[src/rtl/dlsc_pcie_s6_inbound_write_core.sv]
// Inbound PCIe write TLPs to AXI write bursts split at 2^LEN beats and 4KB pages; 1-cycle W register.
// Backpressure: header held in IDLE only, payload gated by AW ordering, W ready and 15 outstanding bursts.
module dlsc_pcie_s6_inbound_write_core #(
  parameter int ADDR = 32,
  parameter int LEN  = 4
) (
  input  logic            clk,
  input  logic            rst,
  output logic            tlp_h_ready,
  input  logic            tlp_h_valid,
  input  logic [ADDR-1:2] tlp_h_addr,
  input  logic [9:0]      tlp_h_len,
  input  logic [3:0]      tlp_h_be_first,
  input  logic [3:0]      tlp_h_be_last,
  output logic            tlp_d_ready,
  input  logic            tlp_d_valid,
  input  logic [31:0]     tlp_d_data,
  input  logic            axi_aw_ready,
  output logic            axi_aw_valid,
  output logic [ADDR-1:0] axi_aw_addr,
  output logic [LEN-1:0]  axi_aw_len,
  input  logic            axi_w_ready,
  output logic            axi_w_valid,
  output logic            axi_w_last,
  output logic [3:0]      axi_w_strb,
  output logic [31:0]     axi_w_data,
  output logic            axi_b_ready,
  input  logic            axi_b_valid,
  input  logic [1:0]      axi_b_resp,
  output logic            err_resp
);

  typedef enum logic [1:0] {S_IDLE, S_AW, S_W} state_t;

  state_t          state_q, state_d;
  logic [ADDR-3:0] addr_q, addr_d;
  logic [10:0]     remain_q, remain_d;
  logic [3:0]      be_first_q, be_first_d;
  logic [3:0]      be_last_q, be_last_d;
  logic            first_q, first_d;
  logic [LEN:0]    beats_q, beats_d;
  logic            aw_vld_q, aw_vld_d;
  logic            w_vld_q, w_vld_d;
  logic            w_last_q, w_last_d;
  logic [3:0]      w_strb_q, w_strb_d;
  logic [31:0]     w_dat_q, w_dat_d;
  logic [3:0]      outst_q, outst_d;
  logic            err_q, err_d;

  logic [10:0] to_4k, max_burst, blen;
  logic        h_acc, aw_hs, w_take, d_acc, last_dword;

  // Burst is clipped by remaining payload, the AXI length limit and the 4KB page edge.
  always_comb begin
    to_4k     = 11'd1024 - {1'b0, addr_q[9:0]};
    max_burst = 11'd1 << LEN;
    blen      = remain_q;
    if (max_burst < blen) blen = max_burst;
    if (to_4k < blen)     blen = to_4k;
  end

  assign h_acc      = tlp_h_ready && tlp_h_valid;
  assign aw_hs      = aw_vld_q && axi_aw_ready;
  assign w_take     = w_vld_q && axi_w_ready;
  assign d_acc      = tlp_d_ready && tlp_d_valid;
  assign last_dword = (beats_q == (LEN+1)'(1)) && (remain_q == 11'd0);

  always_ff @(posedge clk) begin
    if (rst) begin
      state_q    <= S_IDLE;
      addr_q     <= '0;
      remain_q   <= '0;
      be_first_q <= '0;
      be_last_q  <= '0;
      first_q    <= 1'b0;
      beats_q    <= '0;
      aw_vld_q   <= 1'b0;
      w_vld_q    <= 1'b0;
      w_last_q   <= 1'b0;
      w_strb_q   <= '0;
      w_dat_q    <= '0;
      outst_q    <= '0;
      err_q      <= 1'b0;
    end else begin
      state_q    <= state_d;
      addr_q     <= addr_d;
      remain_q   <= remain_d;
      be_first_q <= be_first_d;
      be_last_q  <= be_last_d;
      first_q    <= first_d;
      beats_q    <= beats_d;
      aw_vld_q   <= aw_vld_d;
      w_vld_q    <= w_vld_d;
      w_last_q   <= w_last_d;
      w_strb_q   <= w_strb_d;
      w_dat_q    <= w_dat_d;
      outst_q    <= outst_d;
      err_q      <= err_d;
    end
  end

  always_comb begin
    state_d = state_q;
    case (state_q)
      S_IDLE:  if (h_acc) state_d = S_AW;
      S_AW:    if (aw_hs) state_d = S_W;
      S_W:     if (w_take && w_last_q) state_d = (remain_q == 11'd0) ? S_IDLE : S_AW;
      default: state_d = S_IDLE;
    endcase
  end

  always_comb begin
    tlp_h_ready  = (state_q == S_IDLE) && !rst;
    tlp_d_ready  = (state_q == S_W) && (beats_q != '0) && (!w_vld_q || axi_w_ready);
    axi_aw_valid = aw_vld_q;
    axi_aw_addr  = {addr_q, 2'b00};
    axi_aw_len   = LEN'(blen - 11'd1);
    axi_w_valid  = w_vld_q;
    axi_w_last   = w_last_q;
    axi_w_strb   = w_strb_q;
    axi_w_data   = w_dat_q;
    axi_b_ready  = 1'b1;
    err_resp     = err_q;
  end

  always_comb begin
    addr_d     = addr_q;
    remain_d   = remain_q;
    be_first_d = be_first_q;
    be_last_d  = be_last_q;
    first_d    = first_q;
    beats_d    = beats_q;
    w_vld_d    = w_vld_q;
    w_last_d   = w_last_q;
    w_strb_d   = w_strb_q;
    w_dat_d    = w_dat_q;
    outst_d    = outst_q;
    err_d      = axi_b_valid && (axi_b_resp != 2'b00);

    if (h_acc) begin
      addr_d     = tlp_h_addr;
      remain_d   = {(tlp_h_len == 10'd0), tlp_h_len};
      be_first_d = tlp_h_be_first;
      be_last_d  = tlp_h_be_last;
      first_d    = 1'b1;
    end

    // Address and remaining count move to the next burst as soon as this one is issued.
    if (aw_hs) begin
      addr_d   = addr_q + (ADDR-2)'(blen);
      remain_d = remain_q - blen;
      beats_d  = blen[LEN:0];
    end

    if (w_take) w_vld_d = 1'b0;
    if (d_acc) begin
      w_vld_d  = 1'b1;
      w_dat_d  = tlp_d_data;
      w_last_d = (beats_q == (LEN+1)'(1));
      w_strb_d = first_q ? be_first_q : (last_dword ? be_last_q : 4'hF);
      first_d  = 1'b0;
      beats_d  = beats_q - (LEN+1)'(1);
    end

    case ({aw_hs, axi_b_valid})
      2'b10:   if (outst_q != 4'hF) outst_d = outst_q + 4'd1;
      2'b01:   if (outst_q != 4'h0) outst_d = outst_q - 4'd1;
      default: outst_d = outst_q;
    endcase

    // Uses the post-B count so a freed slot re-opens AW on the very next cycle.
    aw_vld_d = (state_q == S_AW) && !aw_hs && (outst_d != 4'hF);
  end

endmodule

[config.mk]
export PLATFORM = sky130hd
export DESIGN_NAME = dlsc_pcie_s6_inbound_write_core
export DESIGN_NICKNAME = d
export VERILOG_FILES = /design/src/rtl/dlsc_pcie_s6_inbound_write_core.sv
export SDC_FILE = /design/constraint.sdc
export NUM_CORES = 1
export LEC_CHECK = 0
export CORE_ASPECT_RATIO = 1.1
export CORE_MARGIN = 2
export CORE_UTILIZATION = 35
export CTS_BUF_LIST = sky130_fd_sc_hd__clkbuf_8
export DETAILED_ROUTE_END_ITERATION = 8
export GPL_ROUTABILITY_DRIVEN = 0
export HOLD_SLACK_MARGIN = 0.15
export PLACE_DENSITY = 0.61
export RECOVER_POWER = 25
export SYNTH_ARGS = -nofsm -noshare
export SYNTH_HDL_FRONTEND = slang
export SYNTH_SLANG_ARGS = --single-unit
[constraint.sdc]
create_clock -name clk -period 5.6 [get_ports clk]
set_input_delay 0.56 -clock clk [delete_from_list [all_inputs] [get_ports clk]]
set_output_delay 0.56 -clock clk [all_outputs]
set_load 0.01 [all_outputs]
# Word-level counts from Yosys, hierarchy flattened
# Index checks and enable logic that the tools add are counted.
# word_totals
word_cells	80
out_inout_bits	79
n_memories	0
rom_bits	0
latch_bits	0
register_bits	101
input_bits	89
ram_bits	0
# op_classes
n_eq_ne	10
n_mul	0
muxes	20
order_cmp	2
n_div	0
bitwise_logic	0
add_sub_neg	7
n_shift	0
reduce_logical	27
# op_table
cell	count
30-bit 2-to-1 mux	2
11-bit 2-to-1 mux	4
30-bit by 11-bit adder with 30-bit output	1
4-bit 2-to-1 mux	4
1-bit logical AND	12
11-bit zero test	1
11-bit < comparator	1
5-bit by 11-bit < comparator with 1-bit output (first input constant)	1
11-bit by 10-bit subtractor with 11-bit output (first input constant)	1
11-bit subtractor	1
10-bit zero test	1
5-bit 2-to-1 mux	2
4-bit != test (second input constant)	2
4-bit one-hot mux with 2 select lines	1
2-bit nonzero test	4
4-bit by 1-bit subtractor with 4-bit output (second input constant)	2
2-bit 2-to-1 mux	3
2-bit != test (second input constant)	3
2-bit one-hot mux with 3 select lines	1
5-bit by 1-bit equality test with 1-bit output (second input constant)	1
5-bit nonzero test	1
5-bit by 1-bit subtractor with 5-bit output (second input constant)	1
4-bit by 1-bit adder with 4-bit output (second input constant)	1
2-bit by 1-bit equality test with 1-bit output (second input constant)	2
8 further kinds	13

# Depth between registers and ports, before layout
# logic_depth
depth_word	6
ltp_mapped	20
ltp_nobuf	20

# Worst setup path after synthesis
# OpenSTA, ideal clock, no wires.
# synth_path
path_kind	reg-to-reg
start	register remain_q[6]
end	register addr_q[24]
arrival_ns	4.399
setup_slack_ns	1.109
n_path_buf	1
path_stages_with_launch	20
t_required_ns	5.508
period_less_slack_ns	4.491
setup_time_ns	0.092
cell_sequence	dfxtp_1 > or4_4 > nor2b_1 > buf_2 > and2_1 > inv_1 > ha_1 > a21oi_1 > nand2_1 > a2111oi_0 > or2_2 > ha_1 > inv_1 > fa_1 > nor2b_1 > o31a_2 > o2111ai_1 > a211oi_2 > a311oi_1 > nor4_1
# synth_between
elab_chain_cells	6
# synth_rtl
element	line_no	source
start: declaration	37	logic [10:0] remain_q, remain_d;
start signal: assignment	87	remain_q <= remain_d;
5-bit by 11-bit < comparator with 1-bit output	58	if (max_burst < blen) blen = max_burst;
11-bit 2-to-1 mux (*)	58	
11-bit < comparator	59	if (to_4k < blen) blen = to_4k;
11-bit 2-to-1 mux (*)	59	
30-bit by 11-bit adder with 30-bit output (*)	150	addr_d = addr_q + (ADDR-2)'(blen);
30-bit 2-to-1 mux (*)	149	if (aw_hs) begin
end signal: assignment	86	addr_q <= addr_d;
end: declaration	36	logic [ADDR-3:0] addr_q, addr_d;
# Every way passes the cells marked *; elsewhere a longest branch is shown, timed or not.
# A chain may end at the register's enable or synchronous reset.

# Worst setup path after layout
# layout_path
start	register addr_q[2]
end	register addr_q[24]
# layout_between
elab_chain_cells	5
# layout_rtl
element	line_no	source
11-bit by 10-bit subtractor with 11-bit output	55	to_4k = 11'd1024 - {1'b0, addr_q[9:0]};
11-bit < comparator	59	
11-bit 2-to-1 mux	59	
30-bit by 11-bit adder with 30-bit output (*)	150	
30-bit 2-to-1 mux (*)	149	
# Marks and branches as above.

==> out/metrics.yaml <==
status: "complete, but fails checks"
violations: "capacitance limit, slew limit"
final_area_um2: 8433
synth_top_family_by_area: "simple AND/OR/NAND/NOR gates"
initial_utilization_pct: 35.82
worst_slew_pin_slew_ns: 2.699
globalRoute.busiestLayer: "met2"
layout.core_utilization_pct: 47.54
rows: 51
synth-compound-area-share_pct: 22.29
total_leakage_power_nw: 3.208
antenna_violations_before_repair: 0
synth_warnings: 0
gr-usage-all-layers_pct: 19.87
holdCritPathClass: "register to register"
clk_pin_slew_ns: 0.12
critical_path_start_type: "register"
antenna-diode-count: 0
synth_enable_flop_cells: 0
synth_simple_gate_area_share_pct: 27.92
finalSetupViolations: 0
achievable-frequency_mhz: 194.2
worstSkewPairLatency_ns: 0.39
syn_avg_cell_area_um2: 7.637
worst_hold_path.num_cells: 2
routed_via_density: 5.307
critical_path_class: "register to register"
drt_drc_violations_left: 0
slew_headroom_pct: -79.96
root_buffer: "sky130_fd_sc_hd__clkbuf_8"
muxShareOfSynthArea_pct: 1.891
final_net_count: 1111
grt_max_degree: 69
reg2reg_depth: 18
critical_path.max_stage_delay_ns: 0.47
drv_slew: 59
holdWs_ns: 0.4549
grt_first_pass_wirelength_um: 31440
final.setup.tns_ns: 0
die_area_um2: 19250
share_of_the_cycle_needed_by_the_critical_path_after_routing_pct: 91.93
post_synth_xor_area_fraction_pct: 2.757
grtUsageMet1_pct: 26.33
cts.sinks: 101
tritoncts: "built"
num_io_pins: 168
syn_to_final_growth_pct: 32.73
global_route.usage.met2_pct: 33.26
timing.final.hold_violations: 0
synth_flop_cell: "sky130_fd_sc_hd__dfxtp_1"
grt_pass1_vias: 5995
dp_hpwl_um: 14240
worst_clock_skew_ns: 0.01262
grt_use_met3_pct: 3.774
pwr_density_cell_nw_per_um2: 265.2
detail_route.wl_per_cell_um: 16.05
pre_cts_ws_ns: 0.5175
cts.path.max_buffers: 2
detail_route.iter0.violations: 387
setup_repair_after_global_routing_missed_its_margin: "false"
placeable_core_region_um2: 17740
postCtsSetupBuffers: 0
numCtsBuffers: 9
io_buffer_count: 164
yosys.area_share.adder_pct: 8.310
cts_repair_resize_count: 0
ys_ff_latch: 101
critPathRequiredTime_ns: 5.90
dpl_cell_area_um2: 8212
min_period_ns: 5.148
cp.arrival_ns: 5.45
max_rail_drop_vdd_mv: 0.1351
async_reset_ff_share_pct: 0
timing.reg2reg.setup_slack_ns: 0.45
post_synthesis_instance_area_um2: 6354
setup.worst_path.end_class: "register"
cts.htree.levels: 3
dieHeight_um: 145.3
critical_path.slowest_cell: "sky130_fd_sc_hd__fa_1"
synth_seq_area_share_pct: 31.82
crit_path_cells: "nor2_1 > nand3_1 > or3_1 > nor4_1 > xnor2_1 > ha_1 > nand3_1 > nor2_1 > a21oi_1 > nand2_4 > mux2_2 > fa_1 > nor2b_1 > o31a_2 > o2111ai_1 > a211oi_4 > a311oi_1 > nor4_1"
distinct_cell_type_count_after_synthesis: 74
drv.max_cap_violation_count: 1
worstPathMaxFanout: 8
drive_above_1_share_pct: 4.970
grt.overflow.total: 0
syn_inst: 832
detail-route-antenna-nets: 0
totalWireLength_um: 19650
detailedRoute.firstPassIterationCount: 5
postCtsHoldBufs: 0
detailroute.via_count: 6496
finalWorstSetupSlack_ns: 0.4519
floorplan.die.width_um: 132.5
## per-layer routing
metal	wire [um]	part of all wire (%)
met1	8884	45
met2	9478	48
met3	1096	5.6
met4	191	0.97
met5	0	0
## final cells by class
type	count	area, um^2
sequential	101	2022
clock buffer	9	123.9
timing repair buffer	175	1718
multi-input combinational	662	4058
fill	1834	9306
clock inverter	7	93.84
inverter	32	120.1
tap	238	297.8
## registers in the layout, summed over array words and instances (netlist names)
name and flops:
axi_w_data 32, state_q 2, axi_aw_valid 1, first_q 1, err_resp 1, addr_q 30, axi_w_valid 1, be_first_q 4
beats_q 5, remain_q 11, axi_w_last 1, be_last_q 4, axi_w_strb 4, outst_q 4
## path summary, 6_finish.rpt
path | endpoint | from
worst max-delay path | addr_q[24]$_SDFFE_PP0P_ | addr_q[2]$_SDFFE_PP0P_
worst min register to register | axi_w_strb[3]$_SDFFE_PP0P_ | axi_w_strb[3]$_SDFFE_PP0P_
worst max register to register | addr_q[24]$_SDFFE_PP0P_ | addr_q[2]$_SDFFE_PP0P_
worst min-delay path | axi_w_strb[3]$_SDFFE_PP0P_ | axi_w_strb[3]$_SDFFE_PP0P_
## cell families after synthesis
family,Yosys count
adders and majority gates,41
buffers and inverters,76
other,2
DFF,101
xor gates and xnor gates,20
and+or+nand+nor,366
muxes,10
AOI/OAI and AO/OA,216
## cell usage after synthesis, types with 5 or more instances
cell type	number	share of area, %
sky130_fd_sc_hd__a211oi_1	13	1.5
sky130_fd_sc_hd__a21o_1	6	0.71
sky130_fd_sc_hd__a21oi_1	73	5.8
sky130_fd_sc_hd__a311oi_1	15	2.1
sky130_fd_sc_hd__a31oi_1	13	1.3
sky130_fd_sc_hd__and2_1	9	0.89
sky130_fd_sc_hd__and3_1	14	1.4
sky130_fd_sc_hd__buf_1	5	0.30
sky130_fd_sc_hd__buf_2	5	0.39
sky130_fd_sc_hd__clkbuf_1	30	1.8
sky130_fd_sc_hd__dfxtp_1	101	32
sky130_fd_sc_hd__ha_1	39	7.7
sky130_fd_sc_hd__inv_1	32	1.9
sky130_fd_sc_hd__mux2_2	6	1.1
sky130_fd_sc_hd__nand2_1	166	9.8
sky130_fd_sc_hd__nand3_1	24	1.9
sky130_fd_sc_hd__nand4_1	9	0.89
sky130_fd_sc_hd__nor2_1	57	3.4
sky130_fd_sc_hd__nor2b_1	10	0.98
sky130_fd_sc_hd__nor3_1	24	1.9
sky130_fd_sc_hd__nor4_1	16	1.6
sky130_fd_sc_hd__o211ai_1	5	0.59
sky130_fd_sc_hd__o21a_1	12	1.4
sky130_fd_sc_hd__o21ai_0	34	2.7
sky130_fd_sc_hd__or3_1	5	0.49
sky130_fd_sc_hd__or4_1	5	0.59
sky130_fd_sc_hd__xnor2_1	17	2.3
## cell usage in the layout, fill, tap and decap left out, types with 10 or more instances in the layout
| cell | count |
|---|---|
| sky130_fd_sc_hd__nand3_1 | 24 |
| sky130_fd_sc_hd__a211oi_1 | 13 |
| sky130_fd_sc_hd__nor3_1 | 24 |
| sky130_fd_sc_hd__xnor2_1 | 17 |
| sky130_fd_sc_hd__clkdlybuf4s50_1 | 122 |
| sky130_fd_sc_hd__nor2b_1 | 10 |
| sky130_fd_sc_hd__nor4_1 | 16 |
| sky130_fd_sc_hd__buf_4 | 11 |
| sky130_fd_sc_hd__a21oi_1 | 73 |
| sky130_fd_sc_hd__dfxtp_1 | 101 |
| sky130_fd_sc_hd__ha_1 | 39 |
| sky130_fd_sc_hd__o21ai_0 | 34 |
| sky130_fd_sc_hd__a311oi_1 | 15 |
| sky130_fd_sc_hd__nor2_1 | 57 |
| sky130_fd_sc_hd__nand2_1 | 165 |
| sky130_fd_sc_hd__a31oi_1 | 13 |
| sky130_fd_sc_hd__dlygate4sd3_1 | 41 |
| sky130_fd_sc_hd__inv_1 | 32 |
| sky130_fd_sc_hd__and3_1 | 14 |
| sky130_fd_sc_hd__o21a_1 | 12 |
## power breakdown
group          switching (mW)  leakage [nW]  total, mW  internal, mW
clock network           0.325         0.107      0.507         0.182
registers              0.0396         0.821      0.789         0.750
logic                   0.512          2.28      0.941         0.428
total                   0.877          3.21       2.24          1.36
## worst max-delay path: cells and delay by family (launching register included)
kind / cells / cell delay, ns
flip-flops: 1 / 0.38
AO/OA/AOI/OAI: 5 / 1.52
multiplexers: 1 / 0.40
adder cells (fa/ha/maj): 2 / 0.78
XOR/XNOR: 1 / 0.22
AND/OR/NAND/NOR: 9 / 1.75
## metrics by stage
step                cells  power [mW]
detailed placement   1208       1.737
finish               1224       2.237
global route         1224       2.382
CTS                  1224       2.249
floorplan             839       1.437
global placement     1208       1.732
Note: power is estimated with default switching activity, not from simulation.
